File: config.mk
export PLATFORM = sky130hd
export DESIGN_NAME = phy_mode_ctrl
export DESIGN_NICKNAME = d
export VERILOG_FILES = /design/src/rtl/i3c_pkg.sv /design/src/rtl/mode_switch_timer.sv /design/src/rtl/phy_mode_ctrl.sv
export SDC_FILE = /design/constraint.sdc
export NUM_CORES = 1
export LEC_CHECK = 0
export ABC_AREA = 1
export BUFFER_PORTS_ARGS = -buffer_cell sky130_fd_sc_hd__buf_2
export CELL_PAD_IN_SITES_DETAIL_PLACEMENT = 0
export CELL_PAD_IN_SITES_GLOBAL_PLACEMENT = 1
export CORE_MARGIN = 10
export CORE_UTILIZATION = 35
export DETAILED_ROUTE_END_ITERATION = 10
export HOLD_SLACK_MARGIN = 0.1
export PLACE_DENSITY = 0.7
export SLEW_MARGIN = 20
export SYNTH_ARGS = -nofsm -noshare
export SYNTH_HDL_FRONTEND = slang
export SYNTH_SLANG_ARGS = --single-unit
File: constraint.sdc
create_clock -name clk_i -period 2.3 [get_ports clk_i]
set_input_delay 0 -clock clk_i [delete_from_list [all_inputs] [get_ports clk_i]]
set_output_delay 0 -clock clk_i [all_outputs]
set_load 0.01 [all_outputs]
File: src/rtl/i3c_pkg.sv
// Shared I3C/I2C PHY mode definitions: mode encoding, one-hot enable decode,
// and counter sizing helper.
// Latency: n/a (types and pure functions). Backpressure: n/a.
//
// Contents:
//   phy_mode_e  - PHY mux select encoding (controller/target, I2C/I3C)
//   mode_en_t   - the four mode-enable flags, one-hot for any legal mode
//   mode_decode - mode -> one-hot enable flags
//   cnt_width   - width needed to count up to max(a,b) inclusive
package i3c_pkg;

    typedef enum logic [1:0] {
        I2C_CTRL = 2'b00,
        I3C_CTRL = 2'b01,
        I2C_TGT  = 2'b10,
        I3C_TGT  = 2'b11
    } phy_mode_e;

    typedef struct packed {
        logic i3c_standby;
        logic i2c_standby;
        logic i3c_active;
        logic i2c_active;
    } mode_en_t;

    // Every 2-bit code maps to exactly one flag, so the decode can never
    // produce an all-zero or multi-hot result.
    function automatic mode_en_t mode_decode(input logic [1:0] mode);
        mode_en_t en;
        en = '0;
        case (mode)
            I2C_CTRL: en.i2c_active  = 1'b1;
            I3C_CTRL: en.i3c_active  = 1'b1;
            I2C_TGT:  en.i2c_standby = 1'b1;
            default:  en.i3c_standby = 1'b1;
        endcase
        return en;
    endfunction

    function automatic int cnt_width(input int a, input int b);
        int m;
        m = (a > b) ? a : b;
        return (m < 1) ? 1 : $clog2(m + 1);
    endfunction

endpackage

File: src/rtl/mode_switch_timer.sv
// Shared idle/settle timer: synchronous clear, saturating up-count, terminal compare.
// Latency: count updates one clock after clr_i/inc_i; tc_o is combinational on the count.
// Backpressure: none; the owning FSM decides when to clear or count.
//
// Ports:
//   clk_i, rst_ni - clock, asynchronous active-low reset
//   clr_i         - clear the count to zero (wins over inc_i)
//   inc_i         - increment by one, holding at all-ones
//   term_i        - terminal value to compare against
//   tc_o          - current count equals term_i
module mode_switch_timer #(
    parameter int CntW = 5
) (
    input  logic            clk_i,
    input  logic            rst_ni,
    input  logic            clr_i,
    input  logic            inc_i,
    input  logic [CntW-1:0] term_i,
    output logic            tc_o
);

    logic [CntW-1:0] r_cnt;

    always_ff @(posedge clk_i or negedge rst_ni) begin
        if (!rst_ni) begin
            r_cnt <= '0;
        end else if (clr_i) begin
            r_cnt <= '0;
        end else if (inc_i && (r_cnt != {CntW{1'b1}})) begin
            r_cnt <= r_cnt + CntW'(1);
        end
    end

    assign tc_o = (r_cnt == term_i);

endmodule

File: src/rtl/phy_mode_ctrl.sv
// PHY mode controller: owns the PHY mux select and mode-enable flags and performs
// glitch-free, bus-idle-qualified switches between I2C/I3C controller/target modes.
// Latency: all outputs registered; a switch lands IdleCycles+2 clocks after the request
// with the bus idle throughout. Backpressure: none; a changed request is simply held
// pending until the bus has been idle long enough.
//
// Build option: define I3C_MODE_ABORT_FORCE_EN to let abort_i force a pending switch
// without waiting for bus idle; otherwise abort_i is ignored.
//
// Ports:
//   clk_i, rst_ni       - clock, asynchronous active-low reset
//   bus_enable_i        - bus enable level; low forces DISABLED
//   mode_req_i          - requested mode (00 i2c ctrl, 01 i3c ctrl, 10 i2c tgt, 11 i3c tgt)
//   bus_idle_i          - bus monitor idle indication
//   abort_i             - force a pending switch (only with I3C_MODE_ABORT_FORCE_EN)
//   mode_o              - PHY mux select
//   i2c/i3c_active/standby_en_o - one-hot decode of mode_o
//   phy_en_o            - PHY / controller-target FSM enable
//   busy_o              - switch in progress
//   switch_done_o       - one-cycle pulse when a switch completes
module phy_mode_ctrl
    import i3c_pkg::*;
#(
    parameter int         IdleCycles   = 16,
    parameter int         SettleCycles = 4,
    parameter logic [1:0] ResetMode    = 2'b11
) (
    input  logic       clk_i,
    input  logic       rst_ni,
    input  logic       bus_enable_i,
    input  logic [1:0] mode_req_i,
    input  logic       bus_idle_i,
    input  logic       abort_i,
    output logic [1:0] mode_o,
    output logic       i2c_active_en_o,
    output logic       i3c_active_en_o,
    output logic       i2c_standby_en_o,
    output logic       i3c_standby_en_o,
    output logic       phy_en_o,
    output logic       busy_o,
    output logic       switch_done_o
);

    localparam int CntW = cnt_width(IdleCycles, SettleCycles);

    // WAIT_IDLE expires on the idle cycle that would bring the count to
    // IdleCycles, so the compare value is one less.
    localparam logic [CntW-1:0] IdleTerm   = CntW'(IdleCycles - 1);
    // SETTLE leaves once the count reaches SettleCycles, which keeps the PHY
    // off through the mux write cycle plus the full settle window.
    localparam logic [CntW-1:0] SettleTerm = CntW'(SettleCycles);

    typedef enum logic [2:0] {
        ST_DISABLED,
        ST_ACTIVE,
        ST_WAIT_IDLE,
        ST_SWITCH,
        ST_SETTLE
    } state_e;

    state_e     r_state;
    state_e     w_state_nxt;
    logic [1:0] r_mode;
    logic [1:0] w_mode_nxt;
    mode_en_t   r_en;
    logic       r_phy_en;
    logic       r_busy;
    logic       r_done;
    logic       w_phy_en_nxt;
    logic       w_busy_nxt;
    logic       w_done_nxt;

    logic            w_cnt_clr;
    logic            w_cnt_inc;
    logic [CntW-1:0] w_term;
    logic            w_tc;
    logic            w_abort;

`ifdef I3C_MODE_ABORT_FORCE_EN
    assign w_abort = abort_i;
`else
    logic w_unused_abort;
    assign w_unused_abort = abort_i;
    assign w_abort        = 1'b0;
`endif

    // Terminal value depends only on the current state, kept outside the
    // FSM process so the timer compare does not loop back through it.
    assign w_term = (r_state == ST_WAIT_IDLE) ? IdleTerm : SettleTerm;

    mode_switch_timer #(
        .CntW (CntW)
    ) u_timer (
        .clk_i  (clk_i),
        .rst_ni (rst_ni),
        .clr_i  (w_cnt_clr),
        .inc_i  (w_cnt_inc),
        .term_i (w_term),
        .tc_o   (w_tc)
    );

    always_ff @(posedge clk_i or negedge rst_ni) begin
        if (!rst_ni) begin
            r_state  <= ST_DISABLED;
            r_mode   <= ResetMode;
            r_en     <= mode_decode(ResetMode);
            r_phy_en <= 1'b0;
            r_busy   <= 1'b0;
            r_done   <= 1'b0;
        end else begin
            r_state  <= w_state_nxt;
            r_mode   <= w_mode_nxt;
            r_en     <= mode_decode(w_mode_nxt);
            r_phy_en <= w_phy_en_nxt;
            r_busy   <= w_busy_nxt;
            r_done   <= w_done_nxt;
        end
    end

    always_comb begin
        w_state_nxt  = r_state;
        w_mode_nxt   = r_mode;
        w_cnt_clr    = 1'b0;
        w_cnt_inc    = 1'b0;
        w_phy_en_nxt = 1'b0;
        w_busy_nxt   = 1'b0;
        w_done_nxt   = 1'b0;

        case (r_state)
            ST_DISABLED: begin
                // Enabling from cold needs no idle wait: nothing is driving the bus.
                if (bus_enable_i) begin
                    w_mode_nxt  = mode_req_i;
                    w_state_nxt = ST_SETTLE;
                end
            end
            ST_ACTIVE: begin
                if (!bus_enable_i) begin
                    w_state_nxt = ST_DISABLED;
                end else if (mode_req_i != r_mode) begin
                    w_state_nxt = ST_WAIT_IDLE;
                end
            end
            ST_WAIT_IDLE: begin
                // Idle must be consecutive: any busy cycle restarts the count.
                w_cnt_inc = bus_idle_i;
                w_cnt_clr = !bus_idle_i;
                if (!bus_enable_i) begin
                    w_state_nxt = ST_DISABLED;
                end else if (w_abort) begin
                    w_state_nxt = ST_SWITCH;
                end else if (w_tc && bus_idle_i) begin
                    w_state_nxt = ST_SWITCH;
                end else if (mode_req_i == r_mode) begin
                    w_state_nxt = ST_ACTIVE;
                end
            end
            ST_SWITCH: begin
                // The PHY is already off this cycle, so the mux moves with
                // phy_en low both before and during the change.
                w_mode_nxt  = mode_req_i;
                w_state_nxt = ST_SETTLE;
            end
            ST_SETTLE: begin
                w_cnt_inc = 1'b1;
                if (!bus_enable_i) begin
                    w_state_nxt = ST_DISABLED;
                end else if (w_tc) begin
                    w_state_nxt = ST_ACTIVE;
                    w_done_nxt  = 1'b1;
                end
            end
            default: begin
                w_state_nxt = ST_DISABLED;
            end
        endcase

        // The shared counter starts from zero in whichever state comes next.
        if (w_state_nxt != r_state) begin
            w_cnt_clr = 1'b1;
        end

        w_phy_en_nxt = (w_state_nxt == ST_ACTIVE) || (w_state_nxt == ST_WAIT_IDLE);
        w_busy_nxt   = (w_state_nxt == ST_WAIT_IDLE) || (w_state_nxt == ST_SWITCH) ||
                       (w_state_nxt == ST_SETTLE);
    end

    assign mode_o           = r_mode;
    assign i2c_active_en_o  = r_en.i2c_active;
    assign i3c_active_en_o  = r_en.i3c_active;
    assign i2c_standby_en_o = r_en.i2c_standby;
    assign i3c_standby_en_o = r_en.i3c_standby;
    assign phy_en_o         = r_phy_en;
    assign busy_o           = r_busy;
    assign switch_done_o    = r_done;

endmodule
# Yosys cells after proc, flatten, opt, wreduce, memory -nomap -nowiden

Cells that the tools add are included.

Register bits after elaboration: 17
Bits of input ports: 7
Word-level logic and storage cells: 60

Reduce and logical (&&, ||, !) cells: 10
Add/sub/neg operators: 1
Muxes and demuxes: 24
Equality and inequality tests: 15

Operators by type and width:

| kind                | count |
|---|---|
| $mux 3              | 8 |
| $pmux 3 s5          | 1 |
| $eq 3x2->1 const B  | 4 |
| $mux 5              | 2 |
| $mux 1              | 9 |
| $eq 3x1->1 const B  | 2 |
| $eq 3x3->1 const B  | 2 |
| $add 5x1->5 const B | 1 |
| $eq 5x4->1          | 1 |
| $ne 5x5->1 const B  | 1 |
| $mux 4              | 1 |
| $pmux 2 s2          | 1 |
| $logic_not 3->1     | 1 |
| $logic_or 1x1->1    | 3 |
| $ne 3x3->1          | 1 |
| $reduce_or 3->1     | 1 |
| $eq 2x1->1 const B  | 1 |
| $eq 2x2->1          | 1 |
| $eq 2x2->1 const B  | 1 |
| $logic_and 1x1->1   | 2 |
| $logic_not 2->1     | 1 |
| $mux 2              | 1 |
| $ne 2x2->1          | 1 |
| $pmux 1 s2          | 1 |
| other kinds (2)     | 2 |

# Logic depth before layout (Yosys ltp)

Depth after elaboration: 10
Depth in mapped cells: 11
Gate-level depth less buffers: 11

# Cells and area by module

Synthesis repeated with hierarchy kept, for this count alone.

Cells, all modules: 131
Area total of the unflattened synthesis: 1,003.5 um2

By module, submodules not included:

| module            | instances | area an instance (um2) | cells an instance |
|---|---|---|---|
| phy_mode_ctrl     | 1         | 670.6                  | 87 |
| mode_switch_timer | 1         | 332.8                  | 44 |

# Worst setup path before layout

Ideal clock, no wire load.

Path type: reg-to-reg
From: reg u_timer.r_cnt[0]
To: reg u_timer.r_cnt[1]
Library setup time: 0.117 ns
Data required time: 2.183 ns
Period minus slack after synthesis: 1.565 ns
Arrival time: 1.448 ns
Stages on the path, launching flop included: 10
Slack: 0.735 ns
Cell sequence: dfrtp_1 -> ha_1 -> inv_1 -> nor3_1 -> ha_1 -> inv_1 -> nand2_1 -> mux2_2 -> inv_1 -> nor2_1

Cells in the longest elaborated chain, start to end: 8

Ends and longest elaborated chain:

| element                                            | RTL line                | RTL |
|---|---|---|
| start, declared                                    | mode_switch_timer.sv:22 | `logic [CntW-1:0] r_cnt;` |
| start signal, assigned                             | mode_switch_timer.sv:30 | `r_cnt <= r_cnt + CntW'(1);` |
| $eq 5x4->1                                         | mode_switch_timer.sv:34 | `assign tc_o = (r_cnt == term_i);` |
| $logic_and 1x1->1                                  | phy_mode_ctrl.sv:152    | `end else if (w_tc && bus_idle_i) begin` |
| $mux 3                                             | phy_mode_ctrl.sv:152    |  |
| $mux 3                                             | phy_mode_ctrl.sv:148    | `if (!bus_enable_i) begin` |
| $pmux 3 s5                                         | phy_mode_ctrl.sv:129    | `case (r_state)` |
| $ne 3x3->1                                         | phy_mode_ctrl.sv:179    | `if (w_state_nxt != r_state) begin` |
| $mux 1                                             | phy_mode_ctrl.sv:179    |  |
| $mux 5 / $reduce_bool 2->1 (equally long branches) | -                       |  |

Parallel ways exist; a longest one is shown, timed or not. The select of a mux whose other input is x is not followed.
A chain may end at the register's enable or synchronous reset.

# Worst setup path in the final report

From: reg u_timer.r_cnt[0]
To: reg u_timer.r_cnt[4]

Same word-level chain as after synthesis.

==> out/qor.yml <==
floorplanning:
  die-area_sq_um: 5220
  die_w_microns: 72.3
  num_rows: 18
  core_sq_um: 2540
  io_pins: 16
  fp.dieH_microns: 72.3
  start_util: 0.376
placement:
  io_buffers: 14
  place_congestion: 0.797
  place_hpwl_mm: 1.47
  placed_cells: 157
  place_ws_ps: 617
clocking:
  post_cts.repair.setup_buffers: 0
  cts-root-buf: "clkbuf_4"
  cts-buffers-inserted: 3
  htree_levels: 1
  path_clk_slew_ps: 110
  cts.hold.buffers_added: 4
  cts_resized: 0
  clk_latency_ps: 290
  cts_tree: "done"
  cts_buffer_depth: 2
  cts_sinks: 17
worst_setup_path:
  critPathLaunchType: "register"
  path_cells: "ha_1 -> inv_1 -> nor3_1 -> ha_1 -> inv_1 -> nand2_1 -> mux2_2 -> inv_1 -> nor2_1"
  crit_family: "flip-flops"
  cp.arrival_ps: 1880
  path_max_fanout: 5
  critPathSlowestCell: "dfrtp_1"
  max_stage_delay_ps: 440
  critPathRequiredTime_ps: 2500
  path_buf_inv: 3
  crit_top_cell: "inv_1"
  crit_type: "reg -> reg"
  end_kind: "register"
global_routing:
  grt_remaining_overflow: 0
  antenna_found_initial: 0
  grt_pass1_wl_mm: 3.35
  first_global_vias: 774
  grt_max_degree: 18
  grtUsageTotal: 0.0783
yosys:
  synth_cell_types: 22
  yosys_register_bits: 17
  yosysWarnings: 0
  synth_area_sq_um: 956
  synthCells: 113
  syn_area_per_cell_sq_um: 8.46
  seq_area_frac_synth: 0.449
  synth.net_count: 122
timing:
  fin_crit_sh: 0.733
  period_minus_slack_ps: 1690
  rsz0062_at_grt: "no"
  final-max-slew-violation-count: 0
  max_freq_mhz: 593
  tns_ps: 0
  setup_viol: 0
  timing.final.ws_setup_ps: 614
  relSlewSlack: 0.742
  skew_ps: 3.03
  hold_viol_final: 0
  worst_slew_pin_slew_ps: 386
drt:
  detail-route-antenna-nets: 0
  drtPass1Iterations: 4
  drc: 0
  drtIter0Drc: 17
  drt-total-wl_mm: 1.91
  route.vias.total: 764
  via_per_inst: 4.63
  wire_per_inst_microns: 11.6
run:
  drv_cap: 0
layout:
  layout_common_cells: "nor2_1, nand2_1, inv_1, dfrtp_1, buf_2"
  final_cell_count_no_fill: 165
  drive_above_1_share: 0.311
  area_growth_pct: 18.6
  diodes: 0
  nFillCells: 253
  fin_util: 0.445
  mostFrequentLayoutCell: "nor2_1"
  nNetsFinal: 145
pwr:
  power_density_nw_per_um2: 794
  ir_drop_v: 0.000638
  power.leakage_nw: 0.605
  total_power_mw: 0.901
status:
  status: "finished, final reports clean"
min_path:
  hold_class: "in -> async"
worst paths after layout:
check	start	to	slack [ps]	depth (start not counted)
worst max-delay path	u_timer.r_cnt[0]$_DFFE_PN0P_	u_timer.r_cnt[4]$_DFFE_PN0P_	610	9
worst min-delay path	rst_ni	r_state[1]$_DFF_PN0_	140	2
worst max register to register	u_timer.r_cnt[0]$_DFFE_PN0P_	u_timer.r_cnt[4]$_DFFE_PN0P_	610	9
worst min register to register	mode_o[0]$_DFF_PN1_	mode_o[0]$_DFF_PN1_	620	1
max in group asynchronous	rst_ni	mode_o[0]$_DFF_PN1_	1840	2
min in group clk_i	bus_idle_i	busy_o$_DFF_PN0_	220	5
sequential cells by signal (all words and copies together) (netlist names):
| signal | count |
|---|---|
| i3c_standby_en_o | 1 |
| r_state | 3 |
| mode_o | 2 |
| switch_done_o | 1 |
| i2c_standby_en_o | 1 |
| phy_en_o | 1 |
| u_timer.r_cnt | 5 |
| i3c_active_en_o | 1 |
| busy_o | 1 |
| i2c_active_en_o | 1 |
through the flow:
stage	hold slack (ps)	instance area, sq um
finish	143	1130
global route	177	1130
CTS	146	1130
detailed placement	-53.7	1060
global placement	-55.9	1060
floorplan	-296	956
report_power, final:
group / internal (mW) / switching (mW)
clock: 0.0661 / 0.102
sequential: 0.368 / 0.0466
combinational: 0.133 / 0.184
cells by family (layout without fill, tap and decap cells):
logic type / Yosys count / count (layout) / synth area share
buf+inv: 19 / 41 / 0.0746
flops: 17 / 17 / 0.449
mux: 2 / 2 / 0.0236
xor+xnor: 6 / 6 / 0.0550
compound gates: 5 / 5 / 0.0510
fa+ha+maj: 2 / 2 / 0.0262
simple gates: 62 / 62 / 0.321
synthesized netlist by cell type:
master   count  area (sq um)
nor2_1      18          67.6
nand2_1     17          63.8
inv_1       15          56.3
dfrtp_1     14           350
nand3_1     10          50.1
inv_2        4          15.0
nand2_2      4          25.0
dfstp_2      3          78.8
nand3_2      3          30.0
nand4_1      3          18.8
xnor2_1      3          26.3
xor2_1       3          26.3
ha_1         2          25.0
mux2_2       2          22.5
nor2_4       2          22.5
nor3_1       2          10.0
o21a_2       2          17.5
or2_2        2          12.5
a21oi_1      1          5.00
a22oi_4      1          21.3
nor2_2       1          6.26
o21ai_1      1          5.00
final cells by class:
| cell class | count | area (sq um) | share of cell area |
|---|---|---|---|
| Inverter | 19 | 71.3 | 0.0629 |
| Sequential cell | 17 | 429 | 0.379 |
| Tap cell | 30 | 37.5 | 0.0331 |
| Clock buffer | 3 | 22.5 | 0.0199 |
| Multi-Input combinational cell | 77 | 455 | 0.402 |
| Timing Repair Buffer | 18 | 110 | 0.0971 |
| Clock inverter | 1 | 7.51 | 0.00662 |
metal layers:
metal	vias up	share of wire	global-route usage
met4	0	0.0073	0.0194
met5	-	0	0
met3	2	0.068	0.0395
met2	18	0.48	0.130
li1	397	-	-
met1	347	0.45	0.0866
No activity file was read; power rests on OpenSTA's default activity.
